==> src/rtl/dds_pkg.sv <==
// Shared types and widths for the DDS sweep sequencer and the sin_dds core.
package dds_pkg;

    localparam int DDS_PHASE_WIDTH = 32;
    localparam int DDS_STEP_WIDTH  = 16;
    localparam int DDS_DWELL_WIDTH = 24;

    typedef enum logic [1:0] {
        IDLE = 2'd0,
        RUN  = 2'd1,
        DONE = 2'd2
    } sweep_state_t;

    // Shadow copy of one sweep configuration, captured on a cfg handshake.
    typedef struct packed {
        logic [DDS_PHASE_WIDTH-1:0] f_start;
        logic [DDS_PHASE_WIDTH-1:0] f_step;
        logic [DDS_STEP_WIDTH-1:0]  n_steps;
        logic [DDS_DWELL_WIDTH-1:0] dwell;
        logic [DDS_PHASE_WIDTH-1:0] pha;
        logic                       cont;
    } sweep_cfg_t;

endpackage

==> src/rtl/dds_sweep_ctrl.sv <==
// Linear frequency sweep (chirp) / fixed tone sequencer feeding sin_dds.
//
// state | meaning
// ------+-----------------------------------------------------------
// IDLE  | waiting for start; config handshake accepted, fre_word held
// RUN   | stepping fre_word once every dwell period
// DONE  | single-shot sweep finished; done pulses for this one cycle
module dds_sweep_ctrl
    import dds_pkg::*;
#(
    parameter int PHASE_WIDTH = DDS_PHASE_WIDTH,
    parameter int STEP_WIDTH  = DDS_STEP_WIDTH,
    parameter int DWELL_WIDTH = DDS_DWELL_WIDTH
) (
    input  logic                   clock,
    input  logic                   rst,
    input  logic                   cfg_valid,
    output logic                   cfg_ready,
    input  logic [PHASE_WIDTH-1:0] cfg_f_start,
    input  logic [PHASE_WIDTH-1:0] cfg_f_step,
    input  logic [STEP_WIDTH-1:0]  cfg_n_steps,
    input  logic [DWELL_WIDTH-1:0] cfg_dwell,
    input  logic [PHASE_WIDTH-1:0] cfg_pha,
    input  logic                   cfg_cont,
    input  logic                   start,
    input  logic                   abort,
    output logic [PHASE_WIDTH-1:0] fre_word,
    output logic [PHASE_WIDTH-1:0] pha_word,
    output logic [STEP_WIDTH-1:0]  step_idx,
    output logic                   busy,
    output logic                   done
);

    sweep_state_t           state_q;
    sweep_cfg_t             cfg_q;
    logic [PHASE_WIDTH-1:0] fre_q;
    logic [STEP_WIDTH-1:0]  idx_q;
    logic [DWELL_WIDTH-1:0] dwell_cnt_q;
    logic                   busy_q;
    logic                   done_q;

    sweep_cfg_t             cfg_in;
    sweep_cfg_t             cfg_d;
    logic                   cfg_xfer;
    logic [DWELL_WIDTH-1:0] dwell_last;
    logic [STEP_WIDTH-1:0]  step_last;
    logic                   point_end;

    assign cfg_ready = (state_q == IDLE);
    assign cfg_xfer  = cfg_valid && cfg_ready;

    // Pack the raw config inputs into the shadow layout.
    always_comb begin
        cfg_in         = '0;
        cfg_in.f_start = cfg_f_start;
        cfg_in.f_step  = cfg_f_step;
        cfg_in.n_steps = cfg_n_steps;
        cfg_in.dwell   = cfg_dwell;
        cfg_in.pha     = cfg_pha;
        cfg_in.cont    = cfg_cont;
    end

    // A config arriving together with start is the one the sweep uses.
    assign cfg_d = cfg_xfer ? cfg_in : cfg_q;

    // Zero dwell or zero steps behave as one; compare against the last value.
    assign dwell_last = (cfg_q.dwell == '0)   ? '0 : cfg_q.dwell - DWELL_WIDTH'(1);
    assign step_last  = (cfg_q.n_steps == '0) ? '0 : cfg_q.n_steps - STEP_WIDTH'(1);
    assign point_end  = (dwell_cnt_q == dwell_last);

    // Sweep FSM with dwell/step counters, shadow config and registered outputs.
    always_ff @(posedge clock) begin
        if (rst) begin
            state_q     <= IDLE;
            cfg_q       <= '0;
            fre_q       <= '0;
            idx_q       <= '0;
            dwell_cnt_q <= '0;
            busy_q      <= 1'b0;
            done_q      <= 1'b0;
        end else begin
            cfg_q  <= cfg_d;
            done_q <= 1'b0;
            case (state_q)
                IDLE: begin
                    if (start) begin
                        state_q     <= RUN;
                        busy_q      <= 1'b1;
                        fre_q       <= cfg_d.f_start;
                        idx_q       <= '0;
                        dwell_cnt_q <= '0;
                    end
                end
                RUN: begin
                    if (abort) begin
                        state_q     <= IDLE;
                        busy_q      <= 1'b0;
                        dwell_cnt_q <= '0;
                    end else if (point_end) begin
                        dwell_cnt_q <= '0;
                        if (idx_q != step_last) begin
                            fre_q <= fre_q + cfg_q.f_step;
                            idx_q <= idx_q + STEP_WIDTH'(1);
                        end else if (cfg_q.cont) begin
                            fre_q <= cfg_q.f_start;
                            idx_q <= '0;
                        end else begin
                            state_q <= DONE;
                            busy_q  <= 1'b0;
                            done_q  <= 1'b1;
                        end
                    end else begin
                        dwell_cnt_q <= dwell_cnt_q + DWELL_WIDTH'(1);
                    end
                end
                DONE: begin
                    state_q <= IDLE;
                end
                default: begin
                    state_q <= IDLE;
                    busy_q  <= 1'b0;
                end
            endcase
        end
    end

    assign fre_word = fre_q;
    assign pha_word = cfg_q.pha;
    assign step_idx = idx_q;
    assign busy     = busy_q;
    assign done     = done_q;

endmodule

==> config.mk <==
export PLATFORM = sky130hd
export DESIGN_NAME = dds_sweep_ctrl
export DESIGN_NICKNAME = d
export VERILOG_FILES = /design/src/rtl/dds_pkg.sv /design/src/rtl/dds_sweep_ctrl.sv
export SDC_FILE = /design/constraint.sdc
export NUM_CORES = 1
export LEC_CHECK = 0
export CAP_MARGIN = 20
export CORE_MARGIN = 3
export CORE_UTILIZATION = 49
export DETAILED_ROUTE_END_ITERATION = 7
export PLACE_DENSITY = 0.89
export SLEW_MARGIN = 20
export SYNTH_ARGS = -nofsm -noshare
export SYNTH_HDL_FRONTEND = slang
export SYNTH_SLANG_ARGS = --single-unit
==> constraint.sdc <==
create_clock -name clock -period 3.4 [get_ports clock]
set_input_delay 0.68 -clock clock [delete_from_list [all_inputs] [get_ports clock]]
set_output_delay 0.68 -clock clock [all_outputs]
set_load 0.01 [all_outputs]
==> flow_summary.json, run 1 <==
{
  "coreArea_um2": 25300,
  "grt_start_max_net_pins": 88,
  "timing.critical_path.slowest_cell_delay_ns": 0.56,
  "hp-class": "reg2reg",
  "vias_in_the_first_global_route": 12399,
  "standard_cell_row_count": 58,
  "cts_tree": "built",
  "routed-via-count": 13037,
  "power.static_leakage_uw": 0.00678,
  "hpwl_dp_um": 28300,
  "cts_root_buffer": "sky130_fd_sc_hd__clkbuf_16",
  "worst_margin_pin_slew_ns": 0.579,
  "timing.critical_path.slowest_stage_cell": "sky130_fd_sc_hd__or4_4",
  "synth_enable_flop_cells": 0,
  "synthesis.instances": 1629,
  "vdd_drop_max_uv": 391,
  "final_critical_path_setup_slack_ns": -0.0707,
  "avgViaCountPerCell": 5.80,
  "cp-end-kind": "flip-flop",
  "path_delay_family": "simple AND/OR/NAND/NOR gates",
  "path_buf_inv": 2,
  "crit_path_start_kind": "flip-flop",
  "report.final.setup_viol": 18,
  "firstDrtPassIters": 6,
  "period_share_pct": 102,
  "asyncSetResetFlopFracSynth_pct": 0,
  "final_antenna_net_count": 0,
  "finalWeightedCongestion": 0.947,
  "place_inst": 2185,
  "crit_path_cell_trace": "or4_4 > buf_6 > nor3_4 > or3b_4 > o21a_1 > o32ai_4 > o2111ai_2 > nor4b_4 > a21oi_4 > buf_12 > or3_4 > a21oi_2",
  "timing.final.crit_period_ns": 3.47,
  "yosys_warnings": 0,
  "total_global_routing_overflow": 0,
  "worstSetupPathType": "reg2reg",
  "fillCellCount": 1955,
  "finalWirelength_um": 39800,
  "synthesis.nets": 1807,
  "number_of_antenna_violations_at_the_first_check_in_global_routing": 0,
  "maxClockFrequency_ghz": 0.288,
  "ys_dominant_reg_cell": "sky130_fd_sc_hd__dfxtp_1",
  "clockBufferDepth": 3,
  "post_synth.cell_area_avg_um2": 7.77,
  "grt_usage_pct": 26.3,
  "floorplan.die_area_um2": 27800,
  "maxCapViolCount": 0,
  "timing.critical_path.required_ns": 3.87,
  "timing.max_slew.rel_slack_pct": 61.3,
  "fin_skew_ns": 0.0182,
  "p_per_area_nw_per_um2": 418,
  "top_ports": 225,
  "timing.critical_path.fanout_max": 15,
  "mappedNetlistArea_um2": 12700,
  "worst_setup_hold_path_clk_slew_ns": 0.06,
  "preCtsSetupSlack_ns": -0.183,
  "avgRoutedWirePerCell_um": 17.7,
  "htree_levels": 1,
  "initialDrtViolationCount": 1077,
  "yosysSeqAreaShare_pct": 33.7,
  "violations": "negative setup slack",
  "route.detailed.drc": 0,
  "p_r_area_growth_vs_syn_pct": 36.7,
  "dieHeight_um": 167,
  "crit_arrival_ns": 3.95,
  "rsz0062_at_grt": "true",
  "instances_no_fill": 2248,
  "global_route_wire_length_before_repair_um": 62300,
  "dieWidth_um": 167,
  "numClockSinks": 213,
  "initial_cell_density_of_the_core_pct": 50.1,
  "placed_area_um2": 15800,
  "clock_latency_of_the_later_clocked_register_in_the_worst_skew_pair_ns": 0.54,
  "final-hold-violation-count": 0,
  "synth.ff_latch_count": 213,
  "outcome": "finished, violations left",
  "cts_made_buffers": 24,
  "io_buffers": 224,
  "number_of_distinct_library_cell_variants_in_the_gate_level_netlist_after_synthesis": 97,
  "final-max-slew-violation-count": 0,
  "nets": 2081,
  "drive_gt1_share_pct": 16.7,
  "stdcell_area_um2": 17300
}
[cell usage in the layout (no fill, tap or decap), types with 6 or more instances in the layout]
cell / count
sky130_fd_sc_hd__nand2_1: 323
sky130_fd_sc_hd__clkdlybuf4s50_1: 223
sky130_fd_sc_hd__dfxtp_1: 210
sky130_fd_sc_hd__a21oi_1: 183
sky130_fd_sc_hd__buf_4: 141
sky130_fd_sc_hd__nor2_1: 116
sky130_fd_sc_hd__nand3_1: 61
sky130_fd_sc_hd__xnor2_1: 40
sky130_fd_sc_hd__xor2_1: 35
sky130_fd_sc_hd__ha_1: 33
sky130_fd_sc_hd__o21ai_0: 30
sky130_fd_sc_hd__nor3_1: 29
sky130_fd_sc_hd__clkbuf_16: 26
sky130_fd_sc_hd__inv_1: 24
sky130_fd_sc_hd__and3_1: 22
sky130_fd_sc_hd__o221ai_1: 21
sky130_fd_sc_hd__nand4_1: 20
sky130_fd_sc_hd__o21ai_1: 19
sky130_fd_sc_hd__a21o_1: 17
sky130_fd_sc_hd__buf_6: 15
sky130_fd_sc_hd__nor2b_1: 12
sky130_fd_sc_hd__o21a_1: 12
sky130_fd_sc_hd__nor4_1: 11
sky130_fd_sc_hd__or3_1: 10
sky130_fd_sc_hd__mux2i_1: 10
sky130_fd_sc_hd__a31oi_1: 9
sky130_fd_sc_hd__nor3b_1: 9
sky130_fd_sc_hd__a32o_1: 9
sky130_fd_sc_hd__o21bai_1: 9
sky130_fd_sc_hd__buf_12: 9
sky130_fd_sc_hd__o31ai_2: 8
sky130_fd_sc_hd__or4_4: 7
sky130_fd_sc_hd__nor4_4: 7
sky130_fd_sc_hd__o31ai_1: 7
sky130_fd_sc_hd__nand2b_1: 6
sky130_fd_sc_hd__or2_2: 6
sky130_fd_sc_hd__o41ai_2: 6
sky130_fd_sc_hd__clkbuf_1: 6
[flip-flops by register name, indices dropped and copies added, names as in the netlist]
| name | cells |
|---|---|
| step_idx | 16 |
| done | 1 |
| cfg_q | 105 |
| dwell_cnt_q | 24 |
| state_q | 2 |
| pha_word | 32 |
| fre_word | 32 |
| busy | 1 |
[report_power, final]
part,switching [uW],internal (uW)
registers,112,2630
clock network,1060,1480
logic,977,964
total,2150,5080
[layer usage]
metal  share of wire [%]  track usage (%)
met3                 6.7             4.13
met5                   0                0
met4                 3.0             7.25
met1                  42             34.3
met2                  48             45.3
[through the flow]
stage | power (uW) | hold WS, ns | util (%) | setup TNS (ns)
final | 7220 | 0.452 | 68.5 | -0.496
after global routing | 7510 | 0.467 | 68.5 | -4.56
after CTS | 7080 | 0.453 | 66.1 | -1.71
after detailed placement | 4500 | 0.445 | 62.5 | -4.13
after global placement | 4460 | 0.438 | 62.5 | -4.34
after floorplan | 3770 | 0.432 | - | 0
[cell usage after synthesis (5+ instances only)]
cell type | number | share of area [%]
sky130_fd_sc_hd__nand2_1 | 327 | 9.7
sky130_fd_sc_hd__dfxtp_1 | 213 | 34
sky130_fd_sc_hd__a21oi_1 | 188 | 7.4
sky130_fd_sc_hd__nor2_1 | 120 | 3.6
sky130_fd_sc_hd__clkbuf_1 | 82 | 2.4
sky130_fd_sc_hd__nand3_1 | 63 | 2.5
sky130_fd_sc_hd__xnor2_1 | 41 | 2.8
sky130_fd_sc_hd__buf_4 | 39 | 2.3
sky130_fd_sc_hd__o21ai_0 | 38 | 1.5
sky130_fd_sc_hd__ha_1 | 35 | 3.5
sky130_fd_sc_hd__xor2_1 | 35 | 2.4
sky130_fd_sc_hd__nor3_1 | 32 | 1.3
sky130_fd_sc_hd__inv_1 | 24 | 0.71
sky130_fd_sc_hd__and3_1 | 23 | 1.1
sky130_fd_sc_hd__o221ai_1 | 21 | 1.5
sky130_fd_sc_hd__nand4_1 | 20 | 0.99
sky130_fd_sc_hd__a21o_1 | 17 | 1.0
sky130_fd_sc_hd__or3_1 | 14 | 0.69
sky130_fd_sc_hd__buf_2 | 13 | 0.51
sky130_fd_sc_hd__o21ai_1 | 13 | 0.51
sky130_fd_sc_hd__nor2b_1 | 12 | 0.59
sky130_fd_sc_hd__nor4_1 | 12 | 0.59
sky130_fd_sc_hd__o21a_1 | 12 | 0.71
sky130_fd_sc_hd__nor3b_1 | 11 | 0.65
sky130_fd_sc_hd__mux2i_1 | 10 | 0.79
sky130_fd_sc_hd__a31oi_1 | 9 | 0.45
sky130_fd_sc_hd__a32o_1 | 9 | 0.71
sky130_fd_sc_hd__o21bai_1 | 9 | 0.53
sky130_fd_sc_hd__buf_1 | 8 | 0.24
sky130_fd_sc_hd__o31ai_1 | 8 | 0.47
sky130_fd_sc_hd__o31ai_2 | 8 | 0.79
sky130_fd_sc_hd__or4_1 | 8 | 0.47
sky130_fd_sc_hd__a2111oi_0 | 7 | 0.48
sky130_fd_sc_hd__and2_1 | 7 | 0.35
sky130_fd_sc_hd__nand2b_1 | 7 | 0.35
sky130_fd_sc_hd__a211oi_1 | 6 | 0.36
sky130_fd_sc_hd__o41ai_2 | 6 | 0.77
sky130_fd_sc_hd__or2_2 | 6 | 0.30
sky130_fd_sc_hd__a311oi_1 | 5 | 0.35
sky130_fd_sc_hd__nand4b_1 | 5 | 0.35
sky130_fd_sc_hd__o211ai_1 | 5 | 0.30
sky130_fd_sc_hd__o22ai_1 | 5 | 0.25
sky130_fd_sc_hd__o2bb2ai_1 | 5 | 0.35
[worst paths after layout]
| path | end | slack (ns) | cells past startpoint | startpoint |
|---|---|---|---|---|
| setup / recovery | fre_word[13]$_SDFFE_PP0P_ | -0.07 | 12 | cfg_q[37]$_SDFFE_PP0P_ |
| hold / removal | cfg_q[127]$_SDFF_PP0_ | 0.45 | 2 | cfg_q[127]$_SDFF_PP0_ |
| setup reg to reg | fre_word[13]$_SDFFE_PP0P_ | -0.07 | 12 | cfg_q[37]$_SDFFE_PP0P_ |
| hold reg to reg | cfg_q[127]$_SDFF_PP0_ | 0.45 | 2 | cfg_q[127]$_SDFF_PP0_ |
[cell type report]
| type | count | area [um2] | share of cell area (%) |
|---|---|---|---|
| Timing Repair Buffer | 393 | 3730 | 21.6 |
| Clock buffer | 35 | 692 | 4.00 |
| Sequential cell | 213 | 4270 | 24.7 |
| Tap cell | 330 | 413 | 2.39 |
| Multi-Input combinational cell | 1247 | 8020 | 46.3 |
| Antenna cell | 1 | 2.50 | 0.0145 |
| Inverter | 24 | 90.1 | 0.521 |
| Clock inverter | 5 | 77.6 | 0.448 |
[worst reg2reg max path: stages (launching register included)]
cell	delay [ns]
sky130_fd_sc_hd__dfxtp_4	0.35
sky130_fd_sc_hd__or4_4	0.56
sky130_fd_sc_hd__buf_6	0.16
sky130_fd_sc_hd__nor3_4	0.15
sky130_fd_sc_hd__or3b_4	0.42
sky130_fd_sc_hd__o21a_1	0.15
sky130_fd_sc_hd__o32ai_4	0.24
sky130_fd_sc_hd__o2111ai_2	0.18
sky130_fd_sc_hd__nor4b_4	0.36
sky130_fd_sc_hd__a21oi_4	0.15
sky130_fd_sc_hd__buf_12	0.17
sky130_fd_sc_hd__or3_4	0.39
sky130_fd_sc_hd__a21oi_2	0.13
[cells by family after synthesis]
| logic type | count (synthesis) | share of synthesized area (%) |
|---|---|---|
| AOI/OAI and AO/OA | 413 | 21.8 |
| muxes | 12 | 0.969 |
| and+or+nand+nor | 704 | 27.2 |
| adders and majority gates | 36 | 3.62 |
| DFF | 213 | 33.7 |
| buffers and inverters | 170 | 6.57 |
| xor gates and xnor gates | 81 | 6.16 |
[timing repair]
item / in CTS / in global routing
pin swaps: 6 / 19
resized for setup: 18 / 104
endpoints found under the setup margin: 48 / 73
setup buffers: 6 / 13
gates cloned: 0 / 5
hold buffers: 0 / 0
Note: power is estimated with default switching activity, not from simulation.
==> run 2, diff against run 1 <==
--- a/config.mk
+++ b/config.mk
@@ -8,6 +8,8 @@
 export CAP_MARGIN = 20
 export CORE_MARGIN = 3
 export CORE_UTILIZATION = 49
+export CTS_BUF_LIST = sky130_fd_sc_hd__clkbuf_16
+export CTS_CLUSTER_SIZE = 16
 export DETAILED_ROUTE_END_ITERATION = 7
 export PLACE_DENSITY = 0.89
 export SLEW_MARGIN = 20
==> flow_summary.json, run 2 (same netlist as run 1, synthesis figures left out) <==
{
  "outcome": "finished, violations left",
  "violations": "negative setup slack",
  "fillCellCount": 1946,
  "rsz0062_at_grt": "true",
  "mostFrequentLayoutCell": "sky130_fd_sc_hd__nand2_1",
  "avgRoutedWirePerCell_um": 17.9,
  "maxClockFrequency_ghz": 0.282,
  "maxCapViolCount": 0,
  "timing.max_slew.rel_slack_pct": 55.6,
  "crit_path_cell_trace": "or4_4 > buf_6 > nor3_4 > or3b_4 > buf_6 > buf_6 > o21ai_0 > a2bb2oi_1 > buf_4 > nor4b_4 > a21oi_4 > buf_8 > o21bai_1 > a32o_1",
  "report.final.setup_viol": 43,
  "route.detailed.drc": 0,
  "clockBufferDepth": 3,
  "standard_cell_row_count": 58,
  "total_global_routing_overflow": 0,
  "drive_gt1_share_pct": 16.8,
  "finalWeightedCongestion": 0.947,
  "path_buf_inv": 5,
  "largest_reg_flops": 105,
  "internal_power_uw": 4950,
  "grt_usage_pct": 26.3,
  "fin_skew_ns": 0.00977,
  "dieWidth_um": 167,
  "setup.reg_to_reg.worst_slack_ns": -0.15,
  "floorplan.die_area_um2": 27800,
  "finalWirelength_um": 40200,
  "cts_made_buffers": 24,
  "cts_tree": "built",
  "grt_start_max_net_pins": 88,
  "switching_share_of_total_power_pct": 30.2,
  "hp-class": "reg2reg",
  "instances_no_fill": 2250,
  "nets": 2085,
  "part_of_the_power_in_registers_pct": 38.7,
  "timing.final.crit_period_ns": 3.55,
  "vdd_drop_max_uv": 384,
  "clock_latency_of_the_later_clocked_register_in_the_worst_skew_pair_ns": 0.54,
  "period_share_pct": 104,
  "holdBufCountCts": 0,
  "cts_root_buffer": "sky130_fd_sc_hd__clkbuf_16",
  "timing.critical_path.slowest_cell_delay_ns": 0.57,
  "share_clk_of_total_power_pct": 33.9,
  "p_per_area_nw_per_um2": 410,
  "htree_levels": 1,
  "cp-end-kind": "flip-flop",
  "initialDrtViolationCount": 1013,
  "crit_arrival_ns": 3.97,
  "final_antenna_net_count": 0,
  "number_of_antenna_violations_at_the_first_check_in_global_routing": 0,
  "p_r_area_growth_vs_syn_pct": 36.6,
  "dieHeight_um": 167,
  "timing.critical_path.fanout_max": 10,
  "io_buffers": 224,
  "worst_margin_pin_slew_ns": 0.662,
  "worstSetupPathType": "reg2reg",
  "coreArea_um2": 25300,
  "power.static_leakage_uw": 0.00679,
  "numClockSinks": 213,
  "top_ports": 225,
  "hold_ws_ns": 0.453,
  "diodes": 0,
  "timing.critical_path.required_ns": 3.82,
  "tns_setup_ns": -3.34,
  "timing.critical_path.slowest_stage_cell": "sky130_fd_sc_hd__or4_4",
  "switching_power_uw": 2140,
  "crit_path_start_kind": "flip-flop",
  "firstDrtPassIters": 6,
  "final-max-slew-violation-count": 0,
  "hpwl_dp_um": 28300,
  "final-hold-violation-count": 0,
  "global_route_wire_length_before_repair_um": 62400,
  "power.share.combinational_pct": 27.4,
  "path_delay_family": "simple AND/OR/NAND/NOR gates",
  "registers.top_by_ff_count": "cfg_q",
  "mostFrequentLayoutCells": "sky130_fd_sc_hd__nand2_1, sky130_fd_sc_hd__clkdlybuf4s50_1, sky130_fd_sc_hd__dfxtp_1",
  "layout.core_utilization_pct": 68.4,
  "worst_setup_hold_path_clk_slew_ns": 0.06,
  "vias_in_the_first_global_route": 12399,
  "routed-via-count": 13188,
  "avgViaCountPerCell": 5.86,
  "place_inst": 2185,
  "preCtsSetupSlack_ns": -0.183,
  "initial_cell_density_of_the_core_pct": 50.1,
  "final_critical_path_setup_slack_ns": -0.152,
  "timing.critical_path.mode_cell": "sky130_fd_sc_hd__buf_6"
}
[run 2: changes by cell type in the layout (fill, tap and decap cells not counted), moves of 3 or more]
cell	before	now
sky130_fd_sc_hd__clkbuf_8	5	0
sky130_fd_sc_hd__nand3_1	61	56
sky130_fd_sc_hd__clkinv_1	0	4
sky130_fd_sc_hd__nor3_2	3	6
sky130_fd_sc_hd__buf_4	141	146
sky130_fd_sc_hd__nor2_4	1	5
sky130_fd_sc_hd__nor3_1	29	26
sky130_fd_sc_hd__inv_1	24	30
sky130_fd_sc_hd__nand3_2	2	8
sky130_fd_sc_hd__clkbuf_1	6	0
sky130_fd_sc_hd__nor2_1	116	111
[run 2: metal layers]
layer  wire length (um)  share of wire [%]  vias up  global-route usage (%)
met4               1150                2.9        0                    7.39
met2              19400                 48      536                    45.2
li1                   -                  -     6311                       -
met1              17000                 42     6248                    34.3
met3               2730                6.8       93                    4.46
met5                  0                  0        -                       0
[run 2: worst reg2reg max path, stage by stage (launching register included)]
cell	delay, ns
sky130_fd_sc_hd__dfxtp_4	0.36
sky130_fd_sc_hd__or4_4	0.57
sky130_fd_sc_hd__buf_6	0.15
sky130_fd_sc_hd__nor3_4	0.18
sky130_fd_sc_hd__or3b_4	0.42
sky130_fd_sc_hd__buf_6	0.13
sky130_fd_sc_hd__buf_6	0.11
sky130_fd_sc_hd__o21ai_0	0.06
sky130_fd_sc_hd__a2bb2oi_1	0.10
sky130_fd_sc_hd__buf_4	0.15
sky130_fd_sc_hd__nor4b_4	0.39
sky130_fd_sc_hd__a21oi_4	0.18
sky130_fd_sc_hd__buf_8	0.18
sky130_fd_sc_hd__o21bai_1	0.18
sky130_fd_sc_hd__a32o_1	0.28
[run 2: path summary, 6_finish.rpt]
path | endpoint | from | cells past startpoint
worst min register to register | pha_word[19]$_SDFFE_PP0P_ | pha_word[19]$_SDFFE_PP0P_ | 2
worst min-delay path | pha_word[19]$_SDFFE_PP0P_ | pha_word[19]$_SDFFE_PP0P_ | 2
worst max-delay path | step_idx[10]$_SDFFE_PP0P_ | cfg_q[38]$_SDFFE_PP0P_ | 14
worst max register to register | step_idx[10]$_SDFFE_PP0P_ | cfg_q[38]$_SDFFE_PP0P_ | 14
[run 2: through the flow]
| step | area, um2 | power, uW |
|---|---|---|
| floorplan | 12700 | 3770 |
| global placement | 15800 | 4460 |
| detailed placement | 15800 | 4500 |
| CTS | 16700 | 6970 |
| global route | 17300 | 7370 |
| finish | 17300 | 7080 |
[run 2: layout make-up]
| type | count | area (um2) | share of cell area [%] |
|---|---|---|---|
| clock buffers | 24 | 601 | 3.48 |
| clock inverters | 15 | 118 | 0.681 |
| inverters | 24 | 90.1 | 0.521 |
| multi-input cells | 1246 | 7990 | 46.2 |
| flip-flops and latches | 213 | 4270 | 24.7 |
| well taps | 330 | 413 | 2.39 |
| repair buffers | 398 | 3790 | 22.0 |
[run 2: what timing repair did]
| item | in CTS | in global routing |
|---|---|---|
| endpoints found under the setup margin | 48 | 73 |
| gates cloned | 1 | 5 |
| gates resized for setup | 26 | 91 |
| pin swaps | 7 | 39 |
| buffers inserted | 7 | 14 |
[run 2: power groups by stage]
| stage | Clock, uW | Combinational [uW] | Sequential (uW) |
|---|---|---|---|
| floorplan | 0 | 1000 | 2770 |
| global placement | 0 | 1690 | 2780 |
| detailed placement | 0 | 1720 | 2780 |
| CTS | 2450 | 1790 | 2730 |
| global route | 2530 | 2090 | 2750 |
| finish | 2400 | 1940 | 2740 |
==> run 3, diff against run 2 <==
==> constraint.sdc (replaced) <==
create_clock -name clock -period 3.4 [get_ports clock]
set_input_delay 0.34 -clock clock [delete_from_list [all_inputs] [get_ports clock]]
set_output_delay 0.34 -clock clock [all_outputs]
set_load 0.01 [all_outputs]
==> flow_summary.json, run 3 (same netlist as run 1, synthesis figures left out) <==
{
  "outcome": "finished, violations left",
  "violations": "negative setup slack",
  "p_per_area_nw_per_um2": 438,
  "worst_margin_pin_slew_ns": 0.849,
  "worstSetupPathType": "reg2reg",
  "final_antenna_net_count": 0,
  "maxCapViolCount": 0,
  "coreArea_um2": 25300,
  "vdd_drop_max_uv": 415,
  "global_route_wire_length_before_repair_um": 64300,
  "avgViaCountPerCell": 5.87,
  "cts_made_buffers": 25,
  "largest_reg_flops": 105,
  "floorplan.die_area_um2": 27800,
  "power.share.combinational_pct": 25.1,
  "p_r_area_growth_vs_syn_pct": 35.2,
  "vias_in_the_first_global_route": 13048,
  "rsz0062_at_grt": "true",
  "timing.final.crit_period_ns": 3.54,
  "part_of_the_power_in_registers_pct": 36.6,
  "diodes": 0,
  "switching_share_of_total_power_pct": 29.4,
  "registers.top_by_ff_count": "cfg_q",
  "timing.max_slew.rel_slack_pct": 42.7,
  "internal_power_uw": 5290,
  "standard_cell_row_count": 58,
  "fillCellCount": 1993,
  "cts_tree": "built",
  "fin_skew_ns": 0.0125,
  "holdBufCountCts": 0,
  "total_global_routing_overflow": 0,
  "power.static_leakage_uw": 0.00672,
  "reg2reg_from": "cfg_q[35]$_SDFFE_PP0P_",
  "maxClockFrequency_ghz": 0.283,
  "firstDrtPassIters": 6,
  "cp-end-kind": "flip-flop",
  "finalWeightedCongestion": 0.908,
  "mostFrequentLayoutCell": "sky130_fd_sc_hd__nand2_1",
  "final-hold-violation-count": 0,
  "crit_path_start_kind": "flip-flop",
  "period_share_pct": 104,
  "hp-class": "in2reg",
  "report.final.setup_viol": 26,
  "share_clk_of_total_power_pct": 38.3,
  "crit_arrival_ns": 4.01,
  "dieWidth_um": 167,
  "final-max-slew-violation-count": 0,
  "grt_start_max_net_pins": 80,
  "top_ports": 225,
  "dieHeight_um": 167,
  "worst_setup_hold_path_clk_slew_ns": 0.06,
  "finalWirelength_um": 40300,
  "hpwl_dp_um": 28800,
  "routed-via-count": 13171,
  "hold_ws_ns": 0.268,
  "htree_levels": 1,
  "holdCritStartpoint": "rst",
  "initial_cell_density_of_the_core_pct": 50.1,
  "numClockSinks": 213,
  "crit_path_start": "cfg_q[35]$_SDFFE_PP0P_",
  "avgRoutedWirePerCell_um": 18.0,
  "nets": 2071,
  "initialDrtViolationCount": 911,
  "clock_latency_of_the_later_clocked_register_in_the_worst_skew_pair_ns": 0.54,
  "number_of_antenna_violations_at_the_first_check_in_global_routing": 0,
  "timing.critical_path.fanout_max": 8,
  "final_critical_path_setup_slack_ns": -0.138,
  "io_buffers": 224,
  "clockBufferDepth": 3,
  "timing.critical_path.required_ns": 3.87,
  "drive_gt1_share_pct": 15.5,
  "route.detailed.drc": 0,
  "grt_usage_pct": 27.2,
  "power_uw": 7490,
  "cts_root_buffer": "sky130_fd_sc_hd__clkbuf_16",
  "switching_power_uw": 2200,
  "mostFrequentLayoutCells": "sky130_fd_sc_hd__nand2_1, sky130_fd_sc_hd__clkdlybuf4s50_1, sky130_fd_sc_hd__dfxtp_1"
}
-- run 3: critical path: stages, from the launching register on --
cell	delay [ns]
sky130_fd_sc_hd__dfxtp_4	0.36
sky130_fd_sc_hd__or4_4	0.57
sky130_fd_sc_hd__buf_6	0.15
sky130_fd_sc_hd__nor3_4	0.13
sky130_fd_sc_hd__or3b_4	0.43
sky130_fd_sc_hd__o21a_1	0.13
sky130_fd_sc_hd__o32ai_2	0.27
sky130_fd_sc_hd__o2111ai_2	0.23
sky130_fd_sc_hd__nor4b_4	0.28
sky130_fd_sc_hd__buf_4	0.17
sky130_fd_sc_hd__a21oi_4	0.07
sky130_fd_sc_hd__buf_12	0.14
sky130_fd_sc_hd__or3_1	0.39
sky130_fd_sc_hd__a21oi_2	0.13
-- run 3: worst paths after layout --
path / slack, ns / cells past startpoint / to
setup / recovery: -0.14 / 13 / fre_word[13]$_SDFFE_PP0P_
hold / removal: 0.27 / 2 / state_q[0]$_SDFFE_PP0P_
setup reg to reg: -0.14 / 13 / fre_word[13]$_SDFFE_PP0P_
hold reg to reg: 0.45 / 2 / cfg_q[128]$_SDFF_PP0_
-- run 3: area by class of cell --
type	count	area [um2]	area share, %
clock inverters	21	260	1.52
multi-input cells	1246	7860	45.9
inverters	24	90.1	0.527
flip-flops and latches	213	4270	25.0
well taps	330	413	2.41
clock buffers	25	626	3.66
repair buffers	383	3580	21.0
-- run 3: power groups by stage --
| stage | logic, uW | registers, uW | clock network, uW |
|---|---|---|---|
| 2_1_floorplan | 1000 | 2770 | 0 |
| 3_3_place_gp | 1700 | 2780 | 0 |
| 3_5_place_dp | 1740 | 2780 | 0 |
| 4_1_cts | 1790 | 2730 | 2920 |
| 5_1_grt | 2030 | 2750 | 3020 |
| 6_report | 1880 | 2740 | 2870 |
-- run 3: layer usage --
layer / GRT usage (%) / wire length, um / vias up
met4: 10.0 / 1500 / 0
met5: 0 / 0 / -
met3: 4.65 / 2730 / 109
li1: - / - / 6278
met2: 47.2 / 19700 / 531
met1: 34.0 / 16400 / 6253
-- run 3: metrics by stage --
step / cell area, um2 / utilization (%) / cells / setup slack (ns) / setup TNS, ns
2_1_floorplan: 12700 / - / 1629 / 0.0420 / 0
3_3_place_gp: 15800 / 62.5 / 2183 / -0.171 / -4.04
3_5_place_dp: 15800 / 62.5 / 2183 / -0.321 / -11.61
4_1_cts: 16800 / 66.6 / 2234 / -0.136 / -3.68
5_1_grt: 17100 / 67.7 / 2242 / -0.222 / -5.69
6_report: 17100 / 67.7 / 2242 / -0.138 / -1.63
-- run 3: repair_timing --
action	in CTS	in global routing
buffers inserted	5	7
setup endpoints to repair	74	74
hold endpoints to repair	0	0
gates resized for setup	25	47
pin swaps	8	16
cloned	0	1
